**src/rtl/decode_stage_p_if.sv**
```systemverilog
// Fetch/decode/execute-side bus of the LC-3b decode stage: IF/ID handshake with
// instruction payload, and the ID/EX latch outputs with the execute ready.
interface decode_stage_p_if #(
  parameter int unsigned XLEN   = 16,
  parameter int unsigned CTRL_W = 32
);
  localparam int unsigned IRW  = 16;
  localparam int unsigned IDXW = 3;

  logic              if_valid;
  logic              if_ready;
  logic [IRW-1:0]    instr;
  logic [XLEN-1:0]   pc;
  logic [CTRL_W-1:0] ctrl_in;
  logic              store_sel;
  logic              link_sel;
  logic              sr1_used;
  logic              sr2_used;

  logic              ex_ready;
  logic              id_valid;
  logic [XLEN-1:0]   id_pc;
  logic [IRW-1:0]    id_ir;
  logic [CTRL_W-1:0] id_ctrl;
  logic [XLEN-1:0]   id_sr1;
  logic [XLEN-1:0]   id_sr2;
  logic [IDXW-1:0]   id_src1;
  logic [IDXW-1:0]   id_src2;
  logic [IDXW-1:0]   id_dest;

  // Environment side: fetch drives the instruction, execute drives ex_ready.
  modport master (
    output if_valid, instr, pc, ctrl_in, store_sel, link_sel, sr1_used, sr2_used,
    output ex_ready,
    input  if_ready,
    input  id_valid, id_pc, id_ir, id_ctrl, id_sr1, id_sr2, id_src1, id_src2, id_dest
  );

  modport slave (
    input  if_valid, instr, pc, ctrl_in, store_sel, link_sel, sr1_used, sr2_used,
    input  ex_ready,
    output if_ready,
    output id_valid, id_pc, id_ir, id_ctrl, id_sr1, id_sr2, id_src1, id_src2, id_dest
  );
endinterface

```
**src/rtl/decode_stage_p.sv**
```systemverilog
// LC-3b decode stage: register file, operand select, ID/EX latch with load-use
// interlock, flush and in-latch refresh. Define WB_BYPASS_EN for write-through.
module decode_stage_p #(
  parameter int unsigned XLEN     = 16,
  parameter int unsigned CTRL_W   = 32,
  parameter int unsigned LINK_REG = 7
) (
  input  logic                clk,
  input  logic                rst_n,
  decode_stage_p_if.slave     bus,
  input  logic                ex_valid_i,
  input  logic                ex_is_load_i,
  input  logic [2:0]          ex_dest_i,
  input  logic                wb_load_i,
  input  logic [2:0]          wb_dest_i,
  input  logic [XLEN-1:0]     wb_data_i,
  input  logic                flush_i,
  output logic                stall_o
);

  localparam int unsigned IDXW = 3;
  localparam int unsigned NREG = 8;
  localparam int unsigned IRW  = 16;

  logic [XLEN-1:0]   rf_q [NREG];

  logic              id_valid_q, id_valid_d;
  logic [XLEN-1:0]   id_pc_q,    id_pc_d;
  logic [IRW-1:0]    id_ir_q,    id_ir_d;
  logic [CTRL_W-1:0] id_ctrl_q,  id_ctrl_d;
  logic [XLEN-1:0]   id_sr1_q,   id_sr1_d;
  logic [XLEN-1:0]   id_sr2_q,   id_sr2_d;
  logic [IDXW-1:0]   id_src1_q,  id_src1_d;
  logic [IDXW-1:0]   id_src2_q,  id_src2_d;
  logic [IDXW-1:0]   id_dest_q,  id_dest_d;

  logic [IDXW-1:0]   src1_c, src2_c, dest_c;
  logic [XLEN-1:0]   opa_c, opb_c;
  logic              ld_haz_c, wb_haz_c, haz_c, stall_c, adv_c;

  // Index selection from the instruction word.
  assign src1_c = bus.instr[8:6];
  assign src2_c = bus.store_sel ? bus.instr[11:9] : bus.instr[2:0];
  assign dest_c = bus.link_sel  ? IDXW'(LINK_REG) : bus.instr[11:9];

`ifdef WB_BYPASS_EN
  // Same-cycle writeback is forwarded into the captured operand.
  assign opa_c    = (wb_load_i && (wb_dest_i == src1_c)) ? wb_data_i : rf_q[src1_c];
  assign opb_c    = (wb_load_i && (wb_dest_i == src2_c)) ? wb_data_i : rf_q[src2_c];
  assign wb_haz_c = 1'b0;
`else
  // No forwarding: wait one cycle for the array to hold the written value.
  assign opa_c    = rf_q[src1_c];
  assign opb_c    = rf_q[src2_c];
  assign wb_haz_c = wb_load_i &&
                    ((bus.sr1_used && (wb_dest_i == src1_c)) ||
                     (bus.sr2_used && (wb_dest_i == src2_c)));
`endif

  assign ld_haz_c = ex_valid_i && ex_is_load_i &&
                    ((bus.sr1_used && (ex_dest_i == src1_c)) ||
                     (bus.sr2_used && (ex_dest_i == src2_c)));
  assign haz_c    = bus.if_valid && (ld_haz_c || wb_haz_c);
  assign stall_c  = haz_c && !flush_i;
  assign adv_c    = !id_valid_q || bus.ex_ready;

  assign stall_o      = stall_c;
  assign bus.if_ready = adv_c && !stall_c;

  // Register file write port; unaffected by pipeline control.
  always_ff @(posedge clk) begin
    if (!rst_n) begin
      for (int i = 0; i < int'(NREG); i++) rf_q[i] <= '0;
    end else if (wb_load_i) begin
      rf_q[wb_dest_i] <= wb_data_i;
    end
  end

  // ID/EX latch next state: refresh while held, then flush > bubble > load > drain.
  always_comb begin
    id_valid_d = id_valid_q;
    id_pc_d    = id_pc_q;
    id_ir_d    = id_ir_q;
    id_ctrl_d  = id_ctrl_q;
    id_sr1_d   = id_sr1_q;
    id_sr2_d   = id_sr2_q;
    id_src1_d  = id_src1_q;
    id_src2_d  = id_src2_q;
    id_dest_d  = id_dest_q;

    if (id_valid_q && !bus.ex_ready && wb_load_i) begin
      if (wb_dest_i == id_src1_q) id_sr1_d = wb_data_i;
      if (wb_dest_i == id_src2_q) id_sr2_d = wb_data_i;
    end

    if (flush_i) begin
      id_valid_d = 1'b0;
    end else if (adv_c) begin
      if (stall_c) begin
        id_valid_d = 1'b0;
      end else if (bus.if_valid) begin
        id_valid_d = 1'b1;
        id_pc_d    = bus.pc;
        id_ir_d    = bus.instr;
        id_ctrl_d  = bus.ctrl_in;
        id_sr1_d   = opa_c;
        id_sr2_d   = opb_c;
        id_src1_d  = src1_c;
        id_src2_d  = src2_c;
        id_dest_d  = dest_c;
      end else begin
        id_valid_d = 1'b0;
      end
    end
  end

  always_ff @(posedge clk) begin
    if (!rst_n) begin
      id_valid_q <= 1'b0;
      id_pc_q    <= '0;
      id_ir_q    <= '0;
      id_ctrl_q  <= '0;
      id_sr1_q   <= '0;
      id_sr2_q   <= '0;
      id_src1_q  <= '0;
      id_src2_q  <= '0;
      id_dest_q  <= '0;
    end else begin
      id_valid_q <= id_valid_d;
      id_pc_q    <= id_pc_d;
      id_ir_q    <= id_ir_d;
      id_ctrl_q  <= id_ctrl_d;
      id_sr1_q   <= id_sr1_d;
      id_sr2_q   <= id_sr2_d;
      id_src1_q  <= id_src1_d;
      id_src2_q  <= id_src2_d;
      id_dest_q  <= id_dest_d;
    end
  end

  assign bus.id_valid = id_valid_q;
  assign bus.id_pc    = id_pc_q;
  assign bus.id_ir    = id_ir_q;
  assign bus.id_ctrl  = id_ctrl_q;
  assign bus.id_sr1   = id_sr1_q;
  assign bus.id_sr2   = id_sr2_q;
  assign bus.id_src1  = id_src1_q;
  assign bus.id_src2  = id_src2_q;
  assign bus.id_dest  = id_dest_q;

endmodule

```
**src/flat_wrapper.sv**
```systemverilog
// flat-port wrapper written by rule: the top's interface ports become plain ports
module decode_stage_p_flat 
#(
  parameter int unsigned XLEN     = 16,
  parameter int unsigned CTRL_W   = 32,
  parameter int unsigned LINK_REG = 7
)
  (clk, rst_n, ex_valid_i, ex_is_load_i, ex_dest_i, wb_load_i, wb_dest_i, wb_data_i, flush_i, stall_o, bus_if_valid, bus_instr, bus_pc, bus_ctrl_in, bus_store_sel, bus_link_sel, bus_sr1_used, bus_sr2_used, bus_ex_ready, bus_if_ready, bus_id_valid, bus_id_pc, bus_id_ir, bus_id_ctrl, bus_id_sr1, bus_id_sr2, bus_id_src1, bus_id_src2, bus_id_dest);
  decode_stage_p_if #(.XLEN(XLEN), .CTRL_W(CTRL_W)) bus_i ();
  input  logic clk;
  input  logic rst_n;
  input  logic ex_valid_i;
  input  logic ex_is_load_i;
  input  logic [2:0] ex_dest_i;
  input  logic wb_load_i;
  input  logic [2:0] wb_dest_i;
  input  logic [XLEN-1:0] wb_data_i;
  input  logic flush_i;
  output logic stall_o;
  input wire logic [$bits(bus_i.if_valid)-1:0] bus_if_valid;
  input wire logic [$bits(bus_i.instr)-1:0] bus_instr;
  input wire logic [$bits(bus_i.pc)-1:0] bus_pc;
  input wire logic [$bits(bus_i.ctrl_in)-1:0] bus_ctrl_in;
  input wire logic [$bits(bus_i.store_sel)-1:0] bus_store_sel;
  input wire logic [$bits(bus_i.link_sel)-1:0] bus_link_sel;
  input wire logic [$bits(bus_i.sr1_used)-1:0] bus_sr1_used;
  input wire logic [$bits(bus_i.sr2_used)-1:0] bus_sr2_used;
  input wire logic [$bits(bus_i.ex_ready)-1:0] bus_ex_ready;
  output wire logic [$bits(bus_i.if_ready)-1:0] bus_if_ready;
  output wire logic [$bits(bus_i.id_valid)-1:0] bus_id_valid;
  output wire logic [$bits(bus_i.id_pc)-1:0] bus_id_pc;
  output wire logic [$bits(bus_i.id_ir)-1:0] bus_id_ir;
  output wire logic [$bits(bus_i.id_ctrl)-1:0] bus_id_ctrl;
  output wire logic [$bits(bus_i.id_sr1)-1:0] bus_id_sr1;
  output wire logic [$bits(bus_i.id_sr2)-1:0] bus_id_sr2;
  output wire logic [$bits(bus_i.id_src1)-1:0] bus_id_src1;
  output wire logic [$bits(bus_i.id_src2)-1:0] bus_id_src2;
  output wire logic [$bits(bus_i.id_dest)-1:0] bus_id_dest;
  assign bus_i.if_valid = bus_if_valid;
  assign bus_i.instr = bus_instr;
  assign bus_i.pc = bus_pc;
  assign bus_i.ctrl_in = bus_ctrl_in;
  assign bus_i.store_sel = bus_store_sel;
  assign bus_i.link_sel = bus_link_sel;
  assign bus_i.sr1_used = bus_sr1_used;
  assign bus_i.sr2_used = bus_sr2_used;
  assign bus_i.ex_ready = bus_ex_ready;
  assign bus_if_ready = bus_i.if_ready;
  assign bus_id_valid = bus_i.id_valid;
  assign bus_id_pc = bus_i.id_pc;
  assign bus_id_ir = bus_i.id_ir;
  assign bus_id_ctrl = bus_i.id_ctrl;
  assign bus_id_sr1 = bus_i.id_sr1;
  assign bus_id_sr2 = bus_i.id_sr2;
  assign bus_id_src1 = bus_i.id_src1;
  assign bus_id_src2 = bus_i.id_src2;
  assign bus_id_dest = bus_i.id_dest;
  decode_stage_p #(.XLEN(XLEN), .CTRL_W(CTRL_W), .LINK_REG(LINK_REG)) u_core (.clk(clk), .rst_n(rst_n), .bus(bus_i), .ex_valid_i(ex_valid_i), .ex_is_load_i(ex_is_load_i), .ex_dest_i(ex_dest_i), .wb_load_i(wb_load_i), .wb_dest_i(wb_dest_i), .wb_data_i(wb_data_i), .flush_i(flush_i), .stall_o(stall_o));
endmodule
```
**config.mk**
```make
export PLATFORM = sky130hd
export DESIGN_NAME = decode_stage_p_flat
export DESIGN_NICKNAME = d
export VERILOG_FILES = /design/src/rtl/decode_stage_p_if.sv /design/src/rtl/decode_stage_p.sv /design/src/flat_wrapper.sv
export SDC_FILE = /design/constraint.sdc
export NUM_CORES = 1
export LEC_CHECK = 0
export ABC_AREA = 1
export ABC_CLOCK_PERIOD_IN_PS = 2100
export CAP_MARGIN = 20
export CORE_MARGIN = 2
export CORE_UTILIZATION = 30
export CTS_BUF_LIST = sky130_fd_sc_hd__clkbuf_4
export DETAILED_ROUTE_END_ITERATION = 7
export MAX_ROUTING_LAYER = met4
export PLACE_DENSITY = 0.58
export SYNTH_ARGS = -nofsm -noshare
export SYNTH_HDL_FRONTEND = slang
export SYNTH_SLANG_ARGS = --single-unit
export TNS_END_PERCENT = 50
```
**constraint.sdc**
```tcl
create_clock -name clk -period 2.1 [get_ports clk]
set_input_delay 0.42 -clock clk [delete_from_list [all_inputs] [get_ports clk]]
set_output_delay 0.42 -clock clk [all_outputs]
set_load 0.02 [all_outputs]
```
==> metrics <==
Crit. End Element=output pin; DR iter-0 viols=985; Maximum Capacitance Violations=0; DR pass1 iterations=5; clock power share=35.7%; Inserted Clock Buffers=59; Final min period=2.01 ns; most used cell, CP=nor2_1; mapped cell area=11300 um2; vias=11441; critical path's slowest cell=clkdlybuf4s50_1; Die ar.=39400 um2; synth warn=0; dpl hpwl=28300 um; most frequent cells in the layout=nand2_1, nor2_1, nand3_1, edfxtp_1, a21oi_1; mean post-synth cell area=7.80 um2; Clock Path Buffers=3; Reg2Reg Depth=10; critical path launch point type=input port; Syn Nets=1552; Finished Layout Cells=2295; Final Util=40.9%; Port Buffers=205; CP peak stage delay=0.56 ns; die height=198 um; largest net degree at the start of global routing=79; first-pass GRT wire length=63400 um; Hold Vio Cnt, Final=0; unique cell type count in the Yosys netlist=29; Cells after Synth=1454; Reg power frac=46.2%; combinational power share=18.0%; Leak=0.00660 uW; # IOs=206; layout cells sized above 1=15.0%; core area=37500 um2; post-route total power=11200 uW; EDFF count, synth=128; antenna violations before repair=1; GPL Wtd Cong=0.853; Overflow after GRT=0; Root Buffer=clkbuf_4; critical path cell sequence=clkdlybuf4s50_1 -> inv_2 -> nor2_1 -> nand2_4 -> inv_4 -> nor2_1 -> buf_4; clk_skew=0.0613 ns; Worst-Skew Late Latency=0.75 ns; Post-DRT Antenna Nets=0; # clock sinks=231; Placed Cells=2181; VDD IR max=463 uV; Worst Hold Launch=bus_instr[10]; Sw Ratio=29.2%; critical path fanouts, max=3; total track usage=21.6%; critical path buffer and inverter count=4; CP Class=input port to output pin; fin crit share=95.8%; post-synthesis register bit count=231; vias in the first global route=11230; CP delay by family, top=buffers and inverters; wire per inst=18.2 um; FF-to-FF Start=u_core.bus.id_valid; fmax=497 MHz; worst setup path startpoint=bus_if_valid; Initial Utilization=30.3%; Seq/Total Area, Yosys=52.1%; worst hold path type=input port to flip-flop; commonest non-fill, non-tap cell in the layout=nand2_1; number of H-tree levels=2; synth-to-layout area growth=35.0%; CTS tree=built; Int Power=7920 uW; Setup WS pre-CTS=-0.925 ns; drt drc=0; Pins Over Slew Limit=0; Reg clk slew, reported paths=0.06 ns; Vias/cell=4.99; Post-Route WL=41900 um; Worst-Margin Slew=0.881 ns; P_sw=3270 uW; RSZ-0062 raised after global routing=false; Pwr Density=731 nW/um2; Die Wd=198 um; WHS Path Cells=4; Cell Rows=71; # nets final=1835; Final setup viols=0; status=finished, final reports clean; Worst Path Required=1.68 ns; final worst slack=0.0878 ns; critical path depth=7; slew margin rel.=41.3%; Primary FF master, synth=edfxtp_1; Async S/R FF share, synth=0%; Worst EP arrival=1.59 ns
==> synth_stat cells (12+ instances only) <==
| library cell | n | area (um2) |
|---|---|---|
| a21oi_1 | 122 | 611 |
| nor2_1 | 252 | 946 |
| dfxtp_1 | 103 | 2060 |
| nand3_1 | 198 | 991 |
| edfxtp_1 | 128 | 3840 |
| clkinv_1 | 21 | 78.8 |
| clkbuf_1 | 55 | 206 |
| o211ai_1 | 16 | 120 |
| o21ai_0 | 89 | 445 |
| buf_4 | 12 | 90.1 |
| nand2_1 | 323 | 1210 |
| buf_2 | 29 | 145 |
| inv_1 | 45 | 169 |
==> final cells by class <==
type	instances	area (um2)
diodes	2	5.00
repair buffers	328	2970
flip-flops and latches	231	5910
clock inverters	15	91.3
inverters	68	263
multi-input cells	1049	4760
clock buffers	91	683
well taps	511	639
fillers	3890	22200
==> tightest hold or removal path, cell delays in order <==
cell and delay [ns]:
clkbuf_2 0.11, buf_4 0.11, nor3_1 0.05, nor2_1 0.07
==> flip-flops by register name, summed over array words and instances, names as in the netlist <==
signal,cells
u_core.bus.id_sr2,16
u_core.bus.id_ir,16
u_core.bus.id_dest,3
u_core.bus.id_src2,3
u_core.bus.id_sr1,16
u_core.rf_q,128
u_core.bus.id_pc,16
u_core.bus.id_valid,1
u_core.bus.id_ctrl,32
==> metal layers <==
| metal | part of all wire [%] | track usage, % | up-vias |
|---|---|---|---|
| met5 | 0 | - | - |
| met4 | 2.7 | 8.26 | 0 |
| met3 | 7.3 | 4.00 | 94 |
| met2 | 48 | 34.9 | 472 |
| met1 | 42 | 26.9 | 5396 |
| li1 | - | - | 5479 |
==> logic make-up (layout without fill, tap and decap cells) <==
group	after synthesis	count (layout)	share of synthesized area, %
AOI/OAI and AO/OA	246	246	11.6
xor gates and xnor gates	9	9	0.761
buffers and inverters	174	502	6.61
DFF	231	231	52.1
other	0	2	0
and+or+nand+nor	794	794	29.0
==> path summary, 6_finish.rpt <==
| path | to | slack (ns) |
|---|---|---|
| worst max register to register | u_core.bus.id_sr1[0] | 0.42 |
| worst min-delay path | u_core.bus.id_dest[1] | 0.08 |
| worst max-delay path | bus_if_ready | 0.09 |
| worst min register to register | u_core.bus.id_ctrl[0] | 0.46 |
==> power groups by stage <==
stage                     Clock [uW]  Combinational, uW  Sequential (uW)
after floorplan                    0                923             5390
after global placement             0               2060             5270
after detailed placement           0               2080             5280
after CTS                       4080               2010             5170
after global routing            4310               2200             5200
final                           4000               2020             5180
==> per-stage QoR <==
stage	hold slack (ns)	TNS (ns)	instance area, um2
5_1_grt	0.0445	0	15300
4_1_cts	0.114	0	15300
3_5_place_dp	0.454	-73.30	14600
6_report	0.0824	0	15300
2_1_floorplan	0.540	0	11300
3_3_place_gp	0.450	-69.82	14600
==> repair_timing <==
action                     4_1_cts  5_1_grt
gates resized for setup        155       37
hold buffers                     0        0
pin swaps                       10       10
buffers inserted                 4        2
setup endpoints to repair      108        2
Note: power is estimated with default switching activity, not from simulation.
